<file path="src/rtl/mips_pkg.sv">
// Shared definitions for the pipe_MIPS32 pipeline controller: opcodes, controller
// states and the instruction-decode helpers used for RAW hazard detection.
package mips_pkg;

  typedef enum logic [5:0] {
    OP_ADD   = 6'd0,
    OP_SUB   = 6'd1,
    OP_AND   = 6'd2,
    OP_OR    = 6'd3,
    OP_SLT   = 6'd4,
    OP_MUL   = 6'd5,
    OP_LW    = 6'd8,
    OP_SW    = 6'd9,
    OP_ADDI  = 6'd10,
    OP_SUBI  = 6'd11,
    OP_SLTI  = 6'd12,
    OP_BNEQZ = 6'd13,
    OP_BEQZ  = 6'd14,
    OP_HLT   = 6'd63
  } opcode_t;

  localparam logic [31:0] NOP = 32'h0000_0000;

  typedef enum logic [1:0] {
    RUN    = 2'd0,
    DRAIN  = 2'd1,
    HALTED = 2'd2
  } ctrl_state_t;

  function automatic logic is_rr(input logic [31:0] ir);
    return (ir[31:26] <= 6'd5);
  endfunction

  // Returns the written register, or R0 when the instruction writes nothing.
  function automatic logic [4:0] dest_reg(input logic [31:0] ir);
    logic [4:0] d;
    d = 5'd0;
    if (is_rr(ir)) begin
      d = ir[15:11];
    end else begin
      case (ir[31:26])
        OP_LW, OP_ADDI, OP_SUBI, OP_SLTI: d = ir[20:16];
        default:                          d = 5'd0;
      endcase
    end
    return d;
  endfunction

  function automatic logic has_dest(input logic [31:0] ir);
    return (dest_reg(ir) != 5'd0);
  endfunction

  function automatic logic uses_rs(input logic [31:0] ir);
    logic u;
    u = 1'b0;
    if (is_rr(ir)) begin
      u = 1'b1;
    end else begin
      case (ir[31:26])
        OP_LW, OP_SW, OP_ADDI, OP_SUBI, OP_SLTI, OP_BNEQZ, OP_BEQZ: u = 1'b1;
        default:                                                    u = 1'b0;
      endcase
    end
    return u;
  endfunction

  function automatic logic uses_rt(input logic [31:0] ir);
    return is_rr(ir) || (ir[31:26] == OP_SW);
  endfunction

endpackage

</file>
<file path="src/rtl/mips_hazard_detect.sv">
// Combinational RAW check of the instruction in ID against the destinations of
// the instructions in EX and MEM (WB is covered by the write-first register file).
module mips_hazard_detect
  import mips_pkg::*;
(
  input  logic [31:0] if_id_ir,
  input  logic [31:0] id_ex_ir,
  input  logic [31:0] ex_mem_ir,
  output logic        raw_hit
);

  logic [4:0] rs;
  logic [4:0] rt;
  logic [4:0] ex_dst;
  logic [4:0] mem_dst;
  logic       ex_wr;
  logic       mem_wr;
  logic       rs_hit;
  logic       rt_hit;

  always_comb begin
    rs      = if_id_ir[25:21];
    rt      = if_id_ir[20:16];
    ex_dst  = dest_reg(id_ex_ir);
    mem_dst = dest_reg(ex_mem_ir);
    ex_wr   = has_dest(id_ex_ir);
    mem_wr  = has_dest(ex_mem_ir);
    // R0 is hard-wired, so a zero source can never be a real dependence.
    rs_hit  = uses_rs(if_id_ir) && (rs != 5'd0) &&
              ((ex_wr && (rs == ex_dst)) || (mem_wr && (rs == mem_dst)));
    rt_hit  = uses_rt(if_id_ir) && (rt != 5'd0) &&
              ((ex_wr && (rt == ex_dst)) || (mem_wr && (rt == mem_dst)));
    raw_hit = rs_hit || rt_hit;
  end

endmodule

</file>
<file path="src/rtl/mips_pipe_ctrl.sv">
// Pipeline sequencer: RAW bubbles, taken-branch flushes, HLT drain/stop and
// performance counters. Drives only enables and flushes of the datapath.
module mips_pipe_ctrl
  import mips_pkg::*;
#(
  parameter int CNT_W     = 32,
  parameter int DRAIN_CYC = 3
) (
  input  logic             clk,
  input  logic             reset,
  input  logic [31:0]      if_id_ir,
  input  logic [31:0]      id_ex_ir,
  input  logic [31:0]      ex_mem_ir,
  input  logic             branch_taken,
  output logic             pc_we,
  output logic             if_id_flush,
  output logic             id_ex_bubble,
  output logic             halted,
  output logic             stall_o,
  output logic [CNT_W-1:0] cycle_cnt,
  output logic [CNT_W-1:0] stall_cnt,
  output logic [CNT_W-1:0] flush_cnt,
  output logic [1:0]       dbg_state
);

  localparam int DW = (DRAIN_CYC > 2) ? $clog2(DRAIN_CYC) : 1;

  ctrl_state_t   state_q;
  ctrl_state_t   state_d;
  logic [DW-1:0] drain_q;
  logic [DW-1:0] drain_d;
  logic          raw_hit;
  logic          cyc_inc;
  logic          flush_inc;

  mips_hazard_detect u_hazard (
    .if_id_ir  (if_id_ir),
    .id_ex_ir  (id_ex_ir),
    .ex_mem_ir (ex_mem_ir),
    .raw_hit   (raw_hit)
  );

  always_ff @(posedge clk or posedge reset) begin
    if (reset) begin
      state_q   <= RUN;
      drain_q   <= '0;
      cycle_cnt <= '0;
      stall_cnt <= '0;
      flush_cnt <= '0;
    end else begin
      state_q <= state_d;
      drain_q <= drain_d;
      if (cyc_inc)   cycle_cnt <= cycle_cnt + CNT_W'(1);
      if (stall_o)   stall_cnt <= stall_cnt + CNT_W'(1);
      if (flush_inc) flush_cnt <= flush_cnt + CNT_W'(1);
    end
  end

  // Everything is gated by reset so the datapath sees no enables while reset is held.
  always_comb begin
    state_d      = state_q;
    drain_d      = drain_q;
    pc_we        = 1'b0;
    if_id_flush  = 1'b0;
    id_ex_bubble = 1'b0;
    stall_o      = 1'b0;
    halted       = 1'b0;
    cyc_inc      = 1'b0;
    flush_inc    = 1'b0;
    if (!reset) begin
      case (state_q)
        RUN: begin
          cyc_inc = 1'b1;
          if (branch_taken) begin
            // Flush wins over a pending stall: the stalled instruction is wrong-path.
            pc_we        = 1'b1;
            if_id_flush  = 1'b1;
            id_ex_bubble = 1'b1;
            flush_inc    = 1'b1;
          end else if (raw_hit) begin
            stall_o      = 1'b1;
            id_ex_bubble = 1'b1;
          end else begin
            pc_we = 1'b1;
            if (if_id_ir[31:26] == OP_HLT) begin
              state_d = DRAIN;
              drain_d = DW'(DRAIN_CYC - 1);
            end
          end
        end
        DRAIN: begin
          cyc_inc = 1'b1;
          if (branch_taken) begin
            // HLT was fetched down the wrong path; resume from the branch target.
            pc_we        = 1'b1;
            if_id_flush  = 1'b1;
            id_ex_bubble = 1'b1;
            flush_inc    = 1'b1;
            state_d      = RUN;
            drain_d      = '0;
          end else begin
            if_id_flush  = 1'b1;
            id_ex_bubble = 1'b1;
            if (drain_q == '0) begin
              state_d = HALTED;
            end else begin
              drain_d = drain_q - DW'(1);
            end
          end
        end
        HALTED: begin
          halted = 1'b1;
        end
        default: begin
          state_d = RUN;
          drain_d = '0;
        end
      endcase
    end
  end

  assign dbg_state = state_q;

endmodule

</file>
<file path="config.mk">
export PLATFORM = sky130hd
export DESIGN_NAME = mips_pipe_ctrl
export DESIGN_NICKNAME = d
export VERILOG_FILES = /design/src/rtl/mips_pkg.sv /design/src/rtl/mips_hazard_detect.sv /design/src/rtl/mips_pipe_ctrl.sv
export SDC_FILE = /design/constraint.sdc
export NUM_CORES = 1
export LEC_CHECK = 0
export BUFFER_PORTS_ARGS = -buffer_cell sky130_fd_sc_hd__buf_2
export CORE_MARGIN = 5
export CORE_UTILIZATION = 30
export CTS_CLUSTER_SIZE = 14
export DETAILED_ROUTE_END_ITERATION = 8
export GPL_ROUTABILITY_DRIVEN = 0
export PLACE_DENSITY_LB_ADDON = 0.3
export SETUP_SLACK_MARGIN = 0.05
export SYNTH_ARGS = -nofsm -noshare
export SYNTH_HDL_FRONTEND = slang
export SYNTH_HIERARCHICAL = 1
export SYNTH_SLANG_ARGS = --single-unit
export TNS_END_PERCENT = 50
</file>
<file path="constraint.sdc">
create_clock -name clk -period 4.5 [get_ports clk]
set_clock_uncertainty 0.15 [all_clocks]
set_input_delay 1.125 -clock clk [delete_from_list [all_inputs] [get_ports clk]]
set_output_delay 1.125 -clock clk [all_outputs]
set_load 0.02 [all_outputs]
</file>
==> flow_summary_export.csv, run 1 <==
group,metric,value,unit
floorplanning,num_rows,48,
synth,yosys_most_used_dff,"dfrtp_1",
detailed_routing,drt_iter0_markers,166,
final_layout,nFillCells,1782,
timing,fmax,227,MHz
setup_path,r2r-start,"dbg_state[0]",
synth,netlist_area,5300,um^2
power,powerDensity,327,nW/um^2
final_layout,diodes,0,
outcome,run_status,"completed",
clock_tree,htreeDepth,3,
final_layout,synthToLayoutAreaGrowth,26.9,%
detailed_routing,routedWlPerCell,14.6,um
floorplanning,die_area,20400,um^2
global_routing,grt_usage,13.2,%
global_routing,grt_pass1_wl,21900,um
timing,slew_headroom,67.0,%
timing,timing.hold.ws,314,ps
place,port_buffers,153,
synth,ys_types,59,
synth,async_flop_share,100,%
floorplanning,start_util,30.6,%
synth,synth_nets,615,
timing,fin_tns_setup,0,ps
final_layout,fin_nets,778,
timing,rsz0062_at_grt,"yes",
setup_path,path_max_fanout,6,
detailed_routing,antenna_left,0,
clock_tree,insertion_delay,350,ps
setup_path,arrival,3130,ps
detailed_routing,wl,13200,um
timing,finalMaxSlewViolations,0,
min_path,hp-class,"register to register",
timing,hold_violations,0,
timing,max_slew.worst_pin.slew,495,ps
setup_path,required,3220,ps
synth,synth_area_leaders,"dfrtp_1 47%, xnor2_1 12%, xor2_1 5.1%",
setup_path,cp-startpoint,"id_ex_ir[27]",
clock_tree,cts_buffer_depth,2,
final_layout,instances_no_fill,905,
min_path,hp-start,"flush_cnt[31]",
floorplanning,die_h,143,um
clock_tree,tritoncts,"yes",
timing,fin_crit,4410,ps
place,dp_hpwl,10200,um
detailed_routing,remaining_drc_errors,0,
timing,setup_viol,0,
synth,synthCells,512,
global_routing,grt_pass1_vias,4297,
clock_tree,cts-hold-fix-buffers,0,
clock_tree,cts_buffers,9,
detailed_routing,drt_pre_antenna_iters,4,
clock_tree,path_clk_slew,70,ps
floorplanning,die_x,143,um
detailed_routing,vias,4377,
global_routing,antenna_found_initial,0,
synth,synth-seq-cells,100,
clock_tree,clkSinkCount,100,
detailed_routing,via_per_inst,4.84,
power,p_leak,3.35,nW
synth,yosysWarnings,6,
synth,yosysTopAreaCellShare,47.2,%
place,placed_cells,887,
power,vdd_drop_max,0.163,mV
final_layout,drive_gt1_share,30.0,%
job,drv_cap,0,
global_routing,grt.overflow.total,0,
synth,synth_enable_flop_cells,0,
setup_path,reg2reg_slack,2220,ps
setup_path,critPathKind,"primary input to output port",
timing,fin_crit_sh,98.0,%
synth,avgSynthCellArea,10.3,um^2
synth,synth.largest_area_cell,"dfrtp_1",
setup_path,cp-start-kind,"primary input",
synth,ys_seq_area_share,47.2,%
setup_path,worstSetupEndpointType,"output port",
global_routing,grt_max_degree,65,
clock_tree,root_buffer,"clkbuf_16",
floorplanning,io_pins,202,
floorplanning,core-area,17300,um^2
## logic make-up (layout without fill, tap and decap cells)
| family | Yosys count | after routing | synth area share (%) |
|---|---|---|---|
| mux | 3 | 3 | 0.614 |
| buf+inv | 23 | 191 | 2.17 |
| simple gates | 230 | 230 | 24.9 |
| compound gates | 47 | 47 | 6.73 |
| flops | 100 | 100 | 47.2 |
| xor+xnor | 105 | 105 | 17.4 |
| fa+ha+maj | 4 | 4 | 0.945 |
## per-stage QoR
| step | util (%) | instance area, um^2 | setup slack [ps] | power (mW) |
|---|---|---|---|---|
| after global placement | 36.7 | 6340 | -70.7 | 1.39 |
| after CTS | 38.5 | 6660 | 53.5 | 2.23 |
| after detailed placement | 36.7 | 6340 | -141 | 1.40 |
| final | 38.9 | 6720 | 91.0 | 2.20 |
| after global routing | 38.9 | 6720 | 10.6 | 2.32 |
| after floorplan | - | 5300 | 286 | 1.24 |
## repair_timing
action / CTS / global route
hold endpoints to repair: 0 / 0
endpoints found under the setup margin: 3 / 3
gates resized for setup: 1 / 12
pin swaps: 1 / 7
setup buffers: 0 / 2
## final cells by class
cell class	count	area, um^2	area share, %
clock buffers	10	239	3.55
clock inverters	6	75.1	1.12
inverters	14	55.1	0.819
multi-input cells	389	2720	40.4
flip-flops and latches	100	2500	37.2
well taps	225	282	4.19
repair buffers	161	851	12.7
## synthesized netlist by cell type, types with 3 or more instances
library cell,n
dfrtp_1,100
xnor2_1,74
nand2_1,51
nand3_1,38
xor2_1,31
nand4_1,27
nor2_1,26
and3_1,23
inv_1,14
and4_1,12
nor3_1,10
and2_1,7
nor2b_1,6
a211oi_1,5
a21oi_1,5
o21ai_0,5
ha_1,4
o2111ai_1,4
or4_1,4
a22oi_1,3
a31oi_1,3
buf_6,3
nand2b_1,3
nor4_4,3
o22ai_1,3
o31ai_1,3
## layer usage
layer	vias to the layer above	part of all wire [%]	global-route usage, %
met5	-	0	0
met4	0	1.7	4.60
met3	15	6.5	3.99
met2	123	46	20.3
met1	2081	46	17.8
li1	2158	-	-
## report_power, final
part           leakage, nW  internal (mW)  switching, mW
Combinational         1.83          0.137          0.220
Sequential            1.37          0.950         0.0716
Clock                0.152          0.457          0.363
Total                 3.35           1.54          0.655
## layout by cell type, fill, tap and decap left out, types with 4 or more instances in the layout
cell and instances:
ha_1 4, dfrtp_1 100, nor2_1 26, inv_1 13
buf_4 7, and4_1 12, a211oi_2 4, xor2_1 31
or4_1 4, nand4_1 27, buf_2 151, nor2b_1 6
clkbuf_16 9, and3_1 23, nor3_1 10, and2_1 6
xnor2_1 74, nand2_1 50, a21oi_1 5, o21ai_0 5
nand3_1 38
## worst max-delay path, stage by stage
cell	delay [ps]
buf_6	100
nand2b_4	130
and4_4	180
or4_1	530
a211oi_2	270
o2111ai_2	190
o2111ai_4	180
nor2_1	80
o21a_1	210
buf_6	140
## flip-flops by register name, indices dropped and copies added, names as in the netlist
name       cells
cycle_cnt     32
drain_q        2
flush_cnt     32
stall_cnt     32
dbg_state      2
## final timing paths
path | cells past startpoint | to
worst min-delay path | 1 | flush_cnt[31]
worst min register to register | 1 | flush_cnt[31]
worst max-delay path | 10 | pc_we
max in group asynchronous | 3 | flush_cnt[25]
worst max register to register | 5 | stall_cnt[29]
min in group asynchronous | 2 | drain_q[1]
(Power assumes the default switching activity.)
==> run 2, diff against run 1 <==
--- a/config.mk
+++ b/config.mk
@@ -6,6 +6,7 @@
 export NUM_CORES = 1
 export LEC_CHECK = 0
 export BUFFER_PORTS_ARGS = -buffer_cell sky130_fd_sc_hd__buf_2
+export CORE_ASPECT_RATIO = 0.7
 export CORE_MARGIN = 5
 export CORE_UTILIZATION = 30
 export CTS_CLUSTER_SIZE = 14
==> flow_summary_export.csv, run 2 (synthesis gave the netlist of run 1 again) <==
group,metric,value,unit
timing,finalMaxSlewViolations,0,
clock_tree,root_buffer,"clkbuf_16",
power,vdd_drop_max,0.226,mV
detailed_routing,antenna_left,0,
setup_path,path_cells,"buf_2 > nand2b_4 > and4_4 > or4_1 > a211oi_2 > o2111ai_1 > o2111ai_1 > buf_4 > nor2_1 > o21a_1 > buf_2",
final_layout,diodes,0,
setup_path,critPathMaxStageDelay,530,ps
power,p_leak,3.38,nW
final_layout,final_common_cell,"buf_2",
global_routing,antenna_found_initial,0,
floorplanning,num_rows,40,
global_routing,grt.overflow.total,0,
power,p_sw_share,27.6,%
setup_path,cp_top_family,"simple AND/OR/NAND/NOR gates",
detailed_routing,drt_pre_antenna_iters,4,
final_layout,drive_gt1_share,30.1,%
timing,slew_headroom,58.4,%
setup_path,crit_buf_inv,3,
place,port_buffers,153,
timing,fmax,226,MHz
detailed_routing,wl,13300,um
setup_path,required,3220,ps
global_routing,grt_pass1_vias,4044,
floorplanning,die_h,121,um
clock_tree,path_clk_slew,70,ps
final_layout,final_util,39.2,%
timing,fin_crit,4420,ps
clock_tree,cts_buffer_depth,2,
detailed_routing,remaining_drc_errors,0,
power,switchingPower,0.621,mW
final_layout,instances_no_fill,916,
clock_tree,clkSinkCount,100,
setup_path,worstSetupEndpointType,"output port",
job,drv_cap,0,
setup_path,cp-start-kind,"primary input",
final_layout,top_regs,"cycle_cnt x32, flush_cnt x32, stall_cnt x32",
floorplanning,start_util,30.7,%
power,powerDensity,332,nW/um^2
timing,timing.hold.ws,321,ps
power,p_int,1.63,mW
timing,rsz0062_at_grt,"yes",
timing,fin_crit_sh,98.2,%
outcome,run_status,"completed",
clock_tree,htreeDepth,3,
place,dp_hpwl,10200,um
power,pwr-share-seq,45.6,%
setup_path,crit_slowest_cell,"or4_1",
clock_tree,cts_buffers,9,
timing,setup_viol,0,
min_path,hp-class,"register to register",
clock_tree,tritoncts,"yes",
global_routing,grt_max_degree,54,
setup_path,arrival,3140,ps
timing,max_slew.worst_pin.slew,624,ps
final_layout,final_area,6770,um^2
final_layout,synthToLayoutAreaGrowth,27.9,%
setup_path,path_max_fanout,7,
final_layout,layout_common_cells,"153 x buf_2, 100 x dfrtp_1, 74 x xnor2_1",
place,placed_area,6400,um^2
floorplanning,die_x,169,um
timing,hold_violations,0,
global_routing,grt_usage,12.7,%
floorplanning,io_pins,202,
floorplanning,die_area,20500,um^2
place,placed_cells,900,
timing,fin_tns_setup,0,ps
setup_path,critPathKind,"primary input to output port",
detailed_routing,drt_iter0_markers,236,
power,clock_power_share,39.0,%
global_routing,grt_pass1_wl,21300,um
power,combPwrFrac,15.4,%
floorplanning,core-area,17300,um^2
detailed_routing,routedWlPerCell,14.5,um
clock_tree,insertion_delay,340,ps
detailed_routing,vias,4377,
final_layout,fin_nets,784,
detailed_routing,via_per_inst,4.78,
-- run 2: layer usage --
metal,GRT usage (%),vias to the layer above,wire (um)
met5,0,-,0
met4,2.43,0,89
met3,3.78,9,854
met2,17.0,122,5240
met1,19.9,2077,7120
li1,-,2169,-
-- run 2: final cells by class --
cell class	instances	area, um^2
flip-flops and latches	100	2500
well taps	231	289
fillers	1770	10500
clock inverters	6	111
repair buffers	167	883
clock buffers	9	225
multi-input cells	389	2710
inverters	14	55.1
-- run 2: worst reg2reg max path, stage by stage (launching register included) --
cell and delay, ps:
dfrtp_1 510, nor4_4 410, nand4_1 280, nor4_4 450, nand3_1 150, xnor2_1 150
-- run 2: power groups by stage --
stage | clock network, mW | registers, mW | logic, mW
after floorplan | 0 | 1.09 | 0.154
after global placement | 0 | 1.04 | 0.346
after detailed placement | 0 | 1.04 | 0.348
after CTS | 0.913 | 1.03 | 0.349
after global routing | 0.944 | 1.04 | 0.382
final | 0.877 | 1.03 | 0.347
-- run 2: per-stage QoR --
step,setup slack [ps],power (mW)
2_1_floorplan,286,1.24
3_3_place_gp,62.2,1.39
3_5_place_dp,50.3,1.39
4_1_cts,50.7,2.29
5_1_grt,18.0,2.36
6_report,80.5,2.25
-- run 2: final timing paths --
| path | startpoint | slack, ps | endpoint | cells past startpoint |
|---|---|---|---|---|
| worst max-delay path | id_ex_ir[27] | 80 | pc_we | 11 |
| worst min-delay path | cycle_cnt[31] | 320 | cycle_cnt[31] | 1 |
| worst max register to register | dbg_state[0] | 2290 | stall_cnt[25] | 5 |
| worst min register to register | cycle_cnt[31] | 320 | cycle_cnt[31] | 1 |
| max in group asynchronous | reset | 2720 | flush_cnt[4] | 3 |
| min in group asynchronous | reset | 780 | dbg_state[1] | 2 |
-- run 2: what timing repair did --
action | CTS | global route
hold buffers | 0 | 0
setup endpoints to repair | 0 | 3
buffers inserted | 0 | 1
gates resized for setup | 0 | 6
